===== src/rtl/uart_tx_fifo.sv =====
// uart_tx_fifo: byte-wide valid/ready input, small FIFO, and a UART serialiser
// producing 8N1 frames (8E1 when the UART_TX_PARITY_EN macro is defined).
// The serial line idles high and is driven from a flop.
module uart_tx_fifo #(
    parameter int CLK_HZ     = 27000000,
    parameter int BAUD       = 115200,
    parameter int FIFO_DEPTH = 4,
    parameter int STOP_BITS  = 1
) (
    input  logic                          sys_clk,
    input  logic                          rst_n,
    input  logic [7:0]                    tx_data,
    input  logic                          tx_valid,
    output logic                          tx_ready,
    output logic                          uart_tx,
    output logic                          busy,
    output logic [$clog2(FIFO_DEPTH):0]   fifo_count
);

    localparam int CLKS_PER_BIT = CLK_HZ / BAUD;
    localparam int CW           = $clog2(CLKS_PER_BIT);
    localparam int PW           = $clog2(FIFO_DEPTH);
    localparam int CNTW         = PW + 1;
    localparam logic [CW-1:0]   BIT_LAST = CW'(CLKS_PER_BIT - 1);
    localparam logic [CNTW-1:0] FULL_CNT = CNTW'(FIFO_DEPTH);

`ifdef UART_TX_PARITY_EN
    typedef enum logic [2:0] {IDLE, START, DATA, PARITY, STOP} state_t;
`else
    typedef enum logic [1:0] {IDLE, START, DATA, STOP} state_t;
`endif

    // FIFO storage and bookkeeping
    logic [7:0]      mem_q [FIFO_DEPTH];
    logic [PW-1:0]   wrPtr_q;
    logic [PW-1:0]   rdPtr_q;
    logic [CNTW-1:0] count_q;
    logic [CNTW-1:0] count_d;

    // Serialiser state
    state_t          state_q;
    logic [CW-1:0]   baudCnt_q;
    logic [2:0]      bitIdx_q;
    logic            stopIdx_q;
    logic [7:0]      shift_q;
    logic            txLine_q;
`ifdef UART_TX_PARITY_EN
    logic            parity_q;
`endif

    logic            full;
    logic            push;
    logic            pop;
    logic            bitEnd;
    logic            stopLast;
    logic [7:0]      head;

    assign full     = (count_q == FULL_CNT);
    assign tx_ready = !full;
    assign push     = tx_valid && !full;
    assign head     = mem_q[rdPtr_q];
    assign bitEnd   = (baudCnt_q == BIT_LAST);
    assign stopLast = (STOP_BITS == 1) ? 1'b1 : stopIdx_q;

    // A byte leaves the FIFO when the line is idle, or when the last stop bit
    // of the current frame ends, so frames run back to back with no gap.
    assign pop = (count_q != '0) &&
                 ((state_q == IDLE) || ((state_q == STOP) && bitEnd && stopLast));

    // Occupancy: a simultaneous push and pop leaves it unchanged.
    always_comb begin
        count_d = count_q;
        if (push && !pop) begin
            count_d = count_q + CNTW'(1);
        end else if (!push && pop) begin
            count_d = count_q - CNTW'(1);
        end
    end

    // FIFO write side, read pointer and occupancy; reset flushes everything.
    always_ff @(posedge sys_clk or negedge rst_n) begin
        if (!rst_n) begin
            for (int i = 0; i < FIFO_DEPTH; i++) begin
                mem_q[i] <= 8'h00;
            end
            wrPtr_q <= '0;
            rdPtr_q <= '0;
            count_q <= '0;
        end else begin
            if (push) begin
                mem_q[wrPtr_q] <= tx_data;
                wrPtr_q        <= wrPtr_q + PW'(1);
            end
            if (pop) begin
                rdPtr_q <= rdPtr_q + PW'(1);
            end
            count_q <= count_d;
        end
    end

    // Frame sequencer: every state lasts whole bit times counted by baudCnt_q,
    // and the line value for the next bit is registered on the transition.
    always_ff @(posedge sys_clk or negedge rst_n) begin
        if (!rst_n) begin
            state_q   <= IDLE;
            baudCnt_q <= '0;
            bitIdx_q  <= '0;
            stopIdx_q <= 1'b0;
            shift_q   <= 8'h00;
            txLine_q  <= 1'b1;
`ifdef UART_TX_PARITY_EN
            parity_q  <= 1'b0;
`endif
        end else begin
            case (state_q)
                IDLE: begin
                    txLine_q  <= 1'b1;
                    baudCnt_q <= '0;
                    if (pop) begin
                        shift_q  <= head;
`ifdef UART_TX_PARITY_EN
                        parity_q <= ^head;
`endif
                        state_q  <= START;
                        txLine_q <= 1'b0;
                    end
                end
                START: begin
                    if (bitEnd) begin
                        baudCnt_q <= '0;
                        bitIdx_q  <= '0;
                        state_q   <= DATA;
                        txLine_q  <= shift_q[0];
                    end else begin
                        baudCnt_q <= baudCnt_q + CW'(1);
                    end
                end
                DATA: begin
                    if (bitEnd) begin
                        baudCnt_q <= '0;
                        if (bitIdx_q == 3'd7) begin
`ifdef UART_TX_PARITY_EN
                            state_q   <= PARITY;
                            txLine_q  <= parity_q;
`else
                            state_q   <= STOP;
                            stopIdx_q <= 1'b0;
                            txLine_q  <= 1'b1;
`endif
                        end else begin
                            bitIdx_q <= bitIdx_q + 3'd1;
                            shift_q  <= {1'b0, shift_q[7:1]};
                            txLine_q <= shift_q[1];
                        end
                    end else begin
                        baudCnt_q <= baudCnt_q + CW'(1);
                    end
                end
`ifdef UART_TX_PARITY_EN
                PARITY: begin
                    if (bitEnd) begin
                        baudCnt_q <= '0;
                        state_q   <= STOP;
                        stopIdx_q <= 1'b0;
                        txLine_q  <= 1'b1;
                    end else begin
                        baudCnt_q <= baudCnt_q + CW'(1);
                    end
                end
`endif
                STOP: begin
                    if (bitEnd) begin
                        baudCnt_q <= '0;
                        if (stopLast) begin
                            if (pop) begin
                                shift_q  <= head;
`ifdef UART_TX_PARITY_EN
                                parity_q <= ^head;
`endif
                                state_q  <= START;
                                txLine_q <= 1'b0;
                            end else begin
                                state_q  <= IDLE;
                                txLine_q <= 1'b1;
                            end
                        end else begin
                            stopIdx_q <= 1'b1;
                        end
                    end else begin
                        baudCnt_q <= baudCnt_q + CW'(1);
                    end
                end
                default: begin
                    state_q   <= IDLE;
                    baudCnt_q <= '0;
                    txLine_q  <= 1'b1;
                end
            endcase
        end
    end

    assign uart_tx    = txLine_q;
    assign busy       = (state_q != IDLE) || (count_q != '0);
    assign fifo_count = count_q;

endmodule


===== config.mk =====
export PLATFORM = sky130hd
export DESIGN_NAME = uart_tx_fifo
export DESIGN_NICKNAME = d
export VERILOG_FILES = /design/src/rtl/uart_tx_fifo.sv
export SDC_FILE = /design/constraint.sdc
export NUM_CORES = 1
export LEC_CHECK = 0
export CAP_MARGIN = 0
export CORE_UTILIZATION = 35
export DETAILED_ROUTE_END_ITERATION = 7
export HOLD_SLACK_MARGIN = 0.12
export PLACE_DENSITY = 0.52
export SETUP_SLACK_MARGIN = 0.2
export SLEW_MARGIN = 20
export SYNTH_ARGS = -nofsm -noshare
export SYNTH_HDL_FRONTEND = slang
export SYNTH_SLANG_ARGS = --single-unit

===== constraint.sdc =====
create_clock -name sys_clk -period 2.4 [get_ports sys_clk]
set_clock_uncertainty 0.2 [all_clocks]
set_input_delay 0.24 -clock sys_clk [delete_from_list [all_inputs] [get_ports sys_clk]]
set_output_delay 0.24 -clock sys_clk [all_outputs]
set_load 0.02 [all_outputs]

Word-level counts from Yosys, hierarchy flattened
Index checks and enable logic that the tools add are counted.
{"block": "totals", "elab_cells": 89, "in_bits": 11, "regBits": 61, "output_inout_bits": 6}
{"block": "classes", "bitwise": 2, "mux": 32, "reduce_logical": 22, "order_cmp": 3, "add_sub_neg": 6, "eq_ne": 12}
{"operator": "2-to-1 mux 8 bit", "count": 8}
{"operator": "bitwise mux 32 bit", "count": 1}
{"operator": "one-hot mux 8 bit (3 select lines)", "count": 1}
{"operator": "binary-select mux 8 bit (select 2 bit)", "count": 1}
{"operator": "demux 8 bit (select 2 bit)", "count": 1}
{"operator": "one-hot mux 8 bit (2 select lines)", "count": 1}
{"operator": "2-to-1 mux 3 bit", "count": 5}
{"operator": "inequality test 2 bit, second input constant", "count": 6}
{"operator": "2-to-1 mux 2 bit", "count": 5}
{"operator": "adder 8 x 1 -> 8 bit, second input constant", "count": 1}
{"operator": "equality test 8 bit, second input constant", "count": 1}
{"operator": "one-hot mux 2 bit (4 select lines)", "count": 1}
{"operator": "AND reduction 4 bit", "count": 2}
{"operator": "adder 3 x 1 -> 3 bit, second input constant", "count": 2}
{"operator": "equality test 3 bit, second input constant", "count": 2}
{"operator": "greater-or-equal comparator 3 bit, second input constant", "count": 2}
{"operator": "logical AND 1 bit", "count": 6}
{"operator": "2-to-1 mux 1 bit", "count": 6}
{"operator": "inverter 2 -> 3 bit", "count": 2}
{"operator": "one-hot mux 3 bit (2 select lines)", "count": 1}
{"operator": "nonzero test 2 bit", "count": 3}
{"operator": "nonzero test 3 bit", "count": 2}
{"operator": "AND reduction 5 bit", "count": 1}
{"operator": "adder 2 x 1 -> 2 bit, second input constant", "count": 2}
{"operator": "10 further kinds", "count": 14}

Longest topological paths before layout
{"block": "depth", "word_depth": 7, "depth_mapped": 12, "ltp_nobuf": 11}

Least setup slack after synthesis
Ideal clock, no wire load.
{"block": "synth_path", "path_type": "reg-to-reg", "start": "reg baudCnt_q[1]", "end": "reg count_q[1], in the netlist fifo_count[1]", "period_less_slack_ps": 2464, "arrival_ps": 2140, "path_buffers": 1, "path_slack_ps": -64, "stages_incl_launch_ff": 11, "setup_ps": 125, "cell_sequence": "dfrtp_1 > inv_1 > ha_1 > nand3b_4 > o32ai_2 > buf_6 > inv_6 > ha_1 > inv_1 > fa_1 > mux2_2"}
{"block": "synth_between", "elab_chain_cells": 7}
{"element": "start, declared", "line_no": "42", "rtl": "logic [CW-1:0] baudCnt_q;"}
{"element": "start signal, assigned", "line_no": "135", "rtl": "baudCnt_q <= baudCnt_q + CW'(1);"}
{"element": "start signal, assigned", "line_no": "156", "rtl": "baudCnt_q <= baudCnt_q + CW'(1);"}
{"element": "start signal, assigned", "line_no": "190", "rtl": "baudCnt_q <= baudCnt_q + CW'(1);"}
{"element": "equality test 8 bit", "line_no": "62", "rtl": "assign bitEnd = (baudCnt_q == BIT_LAST);"}
{"element": "logical AND 1 bit", "line_no": "68", "rtl": "((state_q == IDLE) || ((state_q == STOP) && bitEnd && stopLast));"}
{"element": "logical OR 1 bit", "line_no": "68"}
{"element": "logical AND 1 bit", "line_no": "67", "rtl": "assign pop = (count_q != '0) &&"}
{"element": "logical NOT 1 bit", "line_no": "73", "rtl": "if (push && !pop) begin"}
{"element": "logical AND 1 bit", "line_no": "73"}
{"element": "2-to-1 mux 3 bit", "line_no": "73"}
{"element": "via count_d[1]", "line_no": "38", "rtl": "logic [CNTW-1:0] count_d;"}
{"element": "end signal, assigned", "line_no": "97", "rtl": "count_q <= count_d;"}
{"element": "end, declared", "line_no": "37", "rtl": "logic [CNTW-1:0] count_q;"}
The timed path passes the listed nets, and every way through them passes these cells.
A chain may end at the register's enable or synchronous reset.

Worst setup path in the final report
Same ends and word-level chain as after synthesis.

==> flow_metrics.tcl <==
set metrics [dict create \
    status "finished, final reports clean" \
    drive_gt1_frac 0.364 \
    clk_latency_ns 0.33 \
    cp_slowest_cell "fa_2" \
    critical_path_class "reg -> reg" \
    coreArea_um2 8300 \
    use_met1 0.204 \
    multi_input_area_um2 1510 \
    num_io_pins 17 \
    synth_nets 264 \
    grt_pass1_wl_um 10100 \
    synth_ff_type "dfrtp_1" \
    synth.distinct_cells 45 \
    maxSlewHeadroom 0.600 \
    gp_congestion 0.683 \
    final_hold_viol_count 0 \
    slowest_delay_ns 0.41 \
    routed_wl_um 5890 \
    startpoint_type "register" \
    die_width_um 95.1 \
    yosys-top-cells-count "60 x dfrtp_1, 34 x mux2_2, 15 x nand2_1, 15 x nor2_1, 13 x ha_1" \
    cp.arrival_ns 2.33 \
    cts_buffers 9 \
    grt_max_degree 62 \
    worstMarginPinSlew_ns 0.596 \
    rows 33 \
    path_max_fanout 2 \
    drv_cap 0 \
    cts_tree "built" \
    placedCellCount 360 \
    slew_viol_final 0 \
    avgSynthCellArea_um2 12.7 \
    synth_seq_area_share 0.504 \
    critPathRequiredTime_ns 2.42 \
    clk_pin_slew_worst_paths_ns 0.07 \
    ir_drop_v 0.000501 \
    place_hpwl_um 3850 \
    min_period_ns 2.31 \
    synth_top_area_share 0.495 \
    hold_class "in -> async" \
    grt_pass1_vias 2003 \
    p_leak_nw 1.63 \
    synth-edff-count 0 \
    ctsRootBufferMaster "clkbuf_8" \
    track_usage 0.147 \
    fin_cells 388 \
    layout-area-overhead-vs-synth_pct 23.8 \
    antenna_found_initial 0 \
    synth-seq-cells 61 \
    dr.pass1.iters 4 \
    wl_per_cell_um 15.2 \
    rsz0062_at_grt "true" \
    async_flop_share 1.00 \
    vias_per_cell 5.10 \
    numClockSinks 61 \
    yosysMostFrequentCell "dfrtp_1" \
    synth.area.top_cells "dfrtp_1 50%, mux2_2 13%, mux4_2 5.9%" \
    nets 304 \
    fillers 749 \
    grt-busiest-layer "met2" \
    finalSetupTns_ns 0 \
    start_util 0.365 \
    grt-ovfl-total 0 \
    grt_util_met2 0.221 \
    num_vias 1980 \
    fin_crit_sh 0.963 \
    n_antenna_cell 0 \
    gr-usage-met3 0.0423 \
    cp-end-kind "register" \
    clockBufferDepth 2 \
    h-tree-depth 3 \
    drt_iter0_markers 90 \
    crit_chain "inv_1 > ha_2 > nand3b_4 > o32ai_4 > inv_6 > ha_4 > inv_2 > fa_2 > mux2_2" \
    drc 0 \
    syn_area_um2 3030 \
    port_buffers 16 \
    p_per_area_nw_per_um2 1420 \
    ys.warnings.count 0 \
    postRouteAntennaNets 0 \
    setup_violations 0 \
    seqCellArea_um2 1530 \
    die_y_um 95.1 \
    synth.largest_area_cell "dfrtp_1" \
    dieArea_um2 9040 \
    fmax_ghz 0.433 \
    synthCells 239 \
]
[where the power goes]
group	leakage (nW)	switching (W)	internal [W]
logic	0.784	0.00109	0.00133
clock network	0.105	0.000390	0.000606
registers	0.741	0.000377	0.00151
[stage by stage]
stage | setup WS [ns] | util | area (um^2) | hold WS, ns | power [W]
final | 0.0894 | 0.452 | 3750 | 0.241 | 0.00532
after global routing | 0.0155 | 0.452 | 3750 | 0.270 | 0.00573
after CTS | 0.116 | 0.444 | 3680 | 0.258 | 0.00525
after detailed placement | 0.0484 | 0.408 | 3390 | 0.0774 | 0.00411
after global placement | 0.114 | 0.408 | 3390 | 0.0796 | 0.00407
after floorplan | 0.0176 | - | 3080 | -0.256 | 0.00353
[layout make-up]
| cell class | instances | share of cell area |
|---|---|---|
| sequential | 61 | 0.408 |
| tap | 105 | 0.0350 |
| clock inverter | 4 | 0.0193 |
| clock buffer | 11 | 0.0377 |
| inverter | 9 | 0.0103 |
| timing repair buffer | 37 | 0.0880 |
| multi-input combinational | 161 | 0.402 |
[critical path: cells and delay by family, from the launching register on]
| family | cells | cell delay, ns |
|---|---|---|
| adder cells (fa/ha/maj) | 3 | 0.75 |
| AND/OR/NAND/NOR | 1 | 0.09 |
| buffers and inverters | 3 | 0.16 |
| multiplexers | 1 | 0.26 |
| AO/OA/AOI/OAI | 1 | 0.36 |
| flip-flops | 1 | 0.38 |
[worst paths after layout]
| check | cells after the start | start | slack, ns | to |
|---|---|---|---|---|
| max | 9 | baudCnt_q[1]$_DFF_PN0_ | 0.09 | fifo_count[1]$_DFFE_PN0P_ |
| min | 3 | rst_n | 0.24 | baudCnt_q[5]$_DFF_PN0_ |
| min in group sys_clk | 2 | uart_tx$_DFFE_PN1P_ | 0.29 | uart_tx$_DFFE_PN1P_ |
| max reg2reg | 9 | baudCnt_q[1]$_DFF_PN0_ | 0.09 | fifo_count[1]$_DFFE_PN0P_ |
| max in group asynchronous | 3 | rst_n | 1.45 | uart_tx$_DFFE_PN1P_ |
| min reg2reg | 2 | uart_tx$_DFFE_PN1P_ | 0.29 | uart_tx$_DFFE_PN1P_ |
[what timing repair did]
action,in CTS,in global routing
buffers inserted,7,5
gates resized for setup,5,12
endpoints found under the setup margin,8,11
hold buffers,1,0
endpoints found under the hold margin,61,0
pin swaps,4,6
[metal layers]
metal,share of wire,vias up
li1,-,946
met1,0.49,992
met2,0.47,38
met3,0.035,4
met4,0.0058,0
met5,0,-
[sequential cells by signal (all words and copies together) (netlist names), 2 cells and up]
signal      cells
baudCnt_q       8
bitIdx_q        3
fifo_count      3
mem_q          32
rdPtr_q         2
shift_q         8
state_q         2
wrPtr_q         2
[placed cells by master, fill, tap and decap left out, types with 6 or more instances in the layout]
cell type / Yosys / layout
ha_1: 13 / 9
xnor2_1: 7 / 7
dfrtp_1: 60 / 57
nand2_1: 15 / 15
o22ai_1: 6 / 6
mux2_2: 34 / 34
buf_4: 2 / 19
o21ai_0: 8 / 7
mux4_2: 8 / 8
clkdlybuf4s50_1: 0 / 14
clkbuf_8: 0 / 10
nor2_1: 15 / 15
nor3_1: 9 / 8
[kinds of logic (layout without fill, tap and decap cells)]
| group | after synthesis | count (layout) | share of synthesized area |
|---|---|---|---|
| fa+ha+maj | 14 | 14 | 0.0602 |
| flops | 61 | 61 | 0.504 |
| simple gates | 56 | 56 | 0.0974 |
| xor+xnor | 11 | 11 | 0.0318 |
| buf+inv | 17 | 61 | 0.0285 |
| compound gates | 38 | 38 | 0.0928 |
| mux | 42 | 42 | 0.186 |
No activity file was read; power rests on OpenSTA's default activity.
==> RTL change (config.mk and constraints unchanged) <==
Put one more register stage on the output `fifo_count`, with the module's reset. The value now appears one clock later. The other outputs are not delayed to match.
--- a/src/rtl/uart_tx_fifo.sv
+++ b/src/rtl/uart_tx_fifo.sv
@@ -203,3 +203,9 @@
     assign busy       = (state_q != IDLE) || (count_q != '0);
-    assign fifo_count = count_q;
+    always_ff @(posedge sys_clk or negedge rst_n) begin
+        if (!rst_n) begin
+            fifo_count <= '0;
+        end else begin
+            fifo_count <= count_q;
+        end
+    end
 
Check against the original RTL: not equivalent (Yosys sat finds a counterexample within 4 cycles, from zero or initial values and one cycle with rst_n low).
==> RTL change against the original RTL <==
Cell area rose by 1.3%; sequential cell count rose by 3; setup slack got worse by 0.018 ns; power fell by 1.7%; area after synthesis rose by 1.7%; core utilization rose by 0.15 points; routed wire length rose by 1.9%; critical endpoint is now count_q[1]; largest cell class unchanged; largest power group unchanged.
==> RTL change: results (changes against the original RTL) <==
| Metric | Value |
|---|---|
| Register area | `0.00160 mm² (+4.7%)` |
| Final nets | `313 (+3.0%)` |
| Overall routing resource usage | `14.8% (+0.12 points)` |
| RD Place Congestion | `0.750 (+9.8%)` |
| Fill cells | `769 (+2.7%)` |
| Max-slew headroom | `60.8% (+0.81 points)` |
| Placed Instance Area | `0.00351 mm² (+3.5%)` |
| Port bufs | `16 (unchanged)` |
| Maximum vdd drop | `0.000660 V (+32%)` |
| DRT iter0 DRCs | `93 (+3.3%)` |
| WL per Instance | `15.1 µm (-0.66%)` |
| Largest net degree at the start of global routing | `44 (-29%)` |
| Post-synth top cells | `dfrtp_1, mux2_2, nor2_1` |
| Layout cells sized above 1 | `31.7% (-4.7 points)` |
| Worst R2R Setup Slack | `0.07 ns (-0.02 ns)` |
| Antenna violations before repair | `0 (unchanged)` |
| Status | `finished clean` |
| Critical Path AT | `2.36 ns (+0.03 ns)` |
| CP startpoint | `baudCnt_q[1]` |
| Reg2reg path depth | `10 (+1)` |
| Dominant cells by area after synthesis | `dfrtp_1, mux2_2, mux4_2` |
| Leakage Power | `1.68 nW (+3.3%)` |
| First-pass GRT wire length | `10000 µm (-0.68%)` |
| Initial DRT Pass Iterations | `4 (unchanged)` |
| Synth Net Count | `269 (+1.9%)` |
| Reg-to-Reg Start | `baudCnt_q[1]` |
| Main synth FF type | `dfrtp_1` |
| RR Endpoint | `count_q[1]` |
| Register area share after synthesis | `51.9% (+1.6 points)` |
| Post-DP HPWL | `4160 µm (+8.1%)` |
| Yosys warnings | `0 (unchanged)` |
| Vias | `1987 (+0.35%)` |
| Count of cell types in the netlist | `43 (-4.4%)` |
## RTL change: cell types whose count changed in the layout (fill, tap and decap cells not counted), moves of 3 or more
cell,change
nor2_1,+3
o22ai_1,-6
dfrtp_2,-3
dfrtp_1,+6
inv_1,+8
xor2_1,+3
nand2_1,-3
nand3_1,+3
o21ai_0,-3
## RTL change: area by class of cell
| class | instances | area share (%) |
|---|---|---|
| multi-input combinational | 161 | 37.9 |
| timing repair buffer | 38 | 8.78 |
| clock inverter | 7 | 3.12 |
| sequential | 64 | 42.1 |
| clock buffer | 9 | 3.26 |
| tap | 105 | 3.45 |
| inverter | 14 | 1.38 |
## RTL change: worst min-delay path by stage
stage	end	slack, ns	cells after the start
6_report	baudCnt_q[2]	0.21	2
4_1_cts	baudCnt_q[2]	0.22	2
3_5_place_dp	baudCnt_q[2]	0.05	1
2_1_floorplan	baudCnt_q[0]	-0.26	0
5_1_grt	baudCnt_q[2]	0.27	2
3_3_place_gp	baudCnt_q[2]	0.06	1
## RTL change: layer usage
metal  track usage, %  wire, µm  part of all wire [%]
met5                0         0                     0
met1             20.2      3060                    51
met3             3.16       148                   2.5
met4             8.33       153                   2.6
met2             21.8      2630                    44
## RTL change: power breakdown
group,total (W),internal (W),switching (W)
combinational,0.00218,0.00117,0.00101
sequential,0.00191,0.00158,0.000333
clock,0.00113,0.000691,0.000443
total,0.00522,0.00344,0.00178
## RTL change: what timing repair did
item	CTS	global route
gates cloned	0	0
setup endpoints to repair	3	8
hold buffers	1	0
gates resized for setup	2	1
pin swaps	4	4
buffers inserted	3	2
endpoints found under the hold margin	30	0
## RTL change: logic make-up after synthesis
logic type | synth area share, %
AO/OA/AOI/OAI | 7.18
XOR/XNOR | 3.41
flip-flops | 51.9
AND/OR/NAND/NOR | 10.9
multiplexers | 18.2
buffers and inverters | 2.43
adder cells (fa/ha/maj) | 5.92
## RTL change: metrics by stage
stage | power [W] | instances | hold WS, ns | setup slack, ns
2_1_floorplan | 0.00340 | 244 | -0.256 | 0.0657
3_3_place_gp | 0.00402 | 376 | 0.0603 | 0.0568
3_5_place_dp | 0.00406 | 376 | 0.0540 | 0.0463
4_1_cts | 0.00526 | 396 | 0.217 | 0.0609
5_1_grt | 0.00559 | 398 | 0.271 | -0.0965
6_report | 0.00522 | 398 | 0.209 | 0.0709
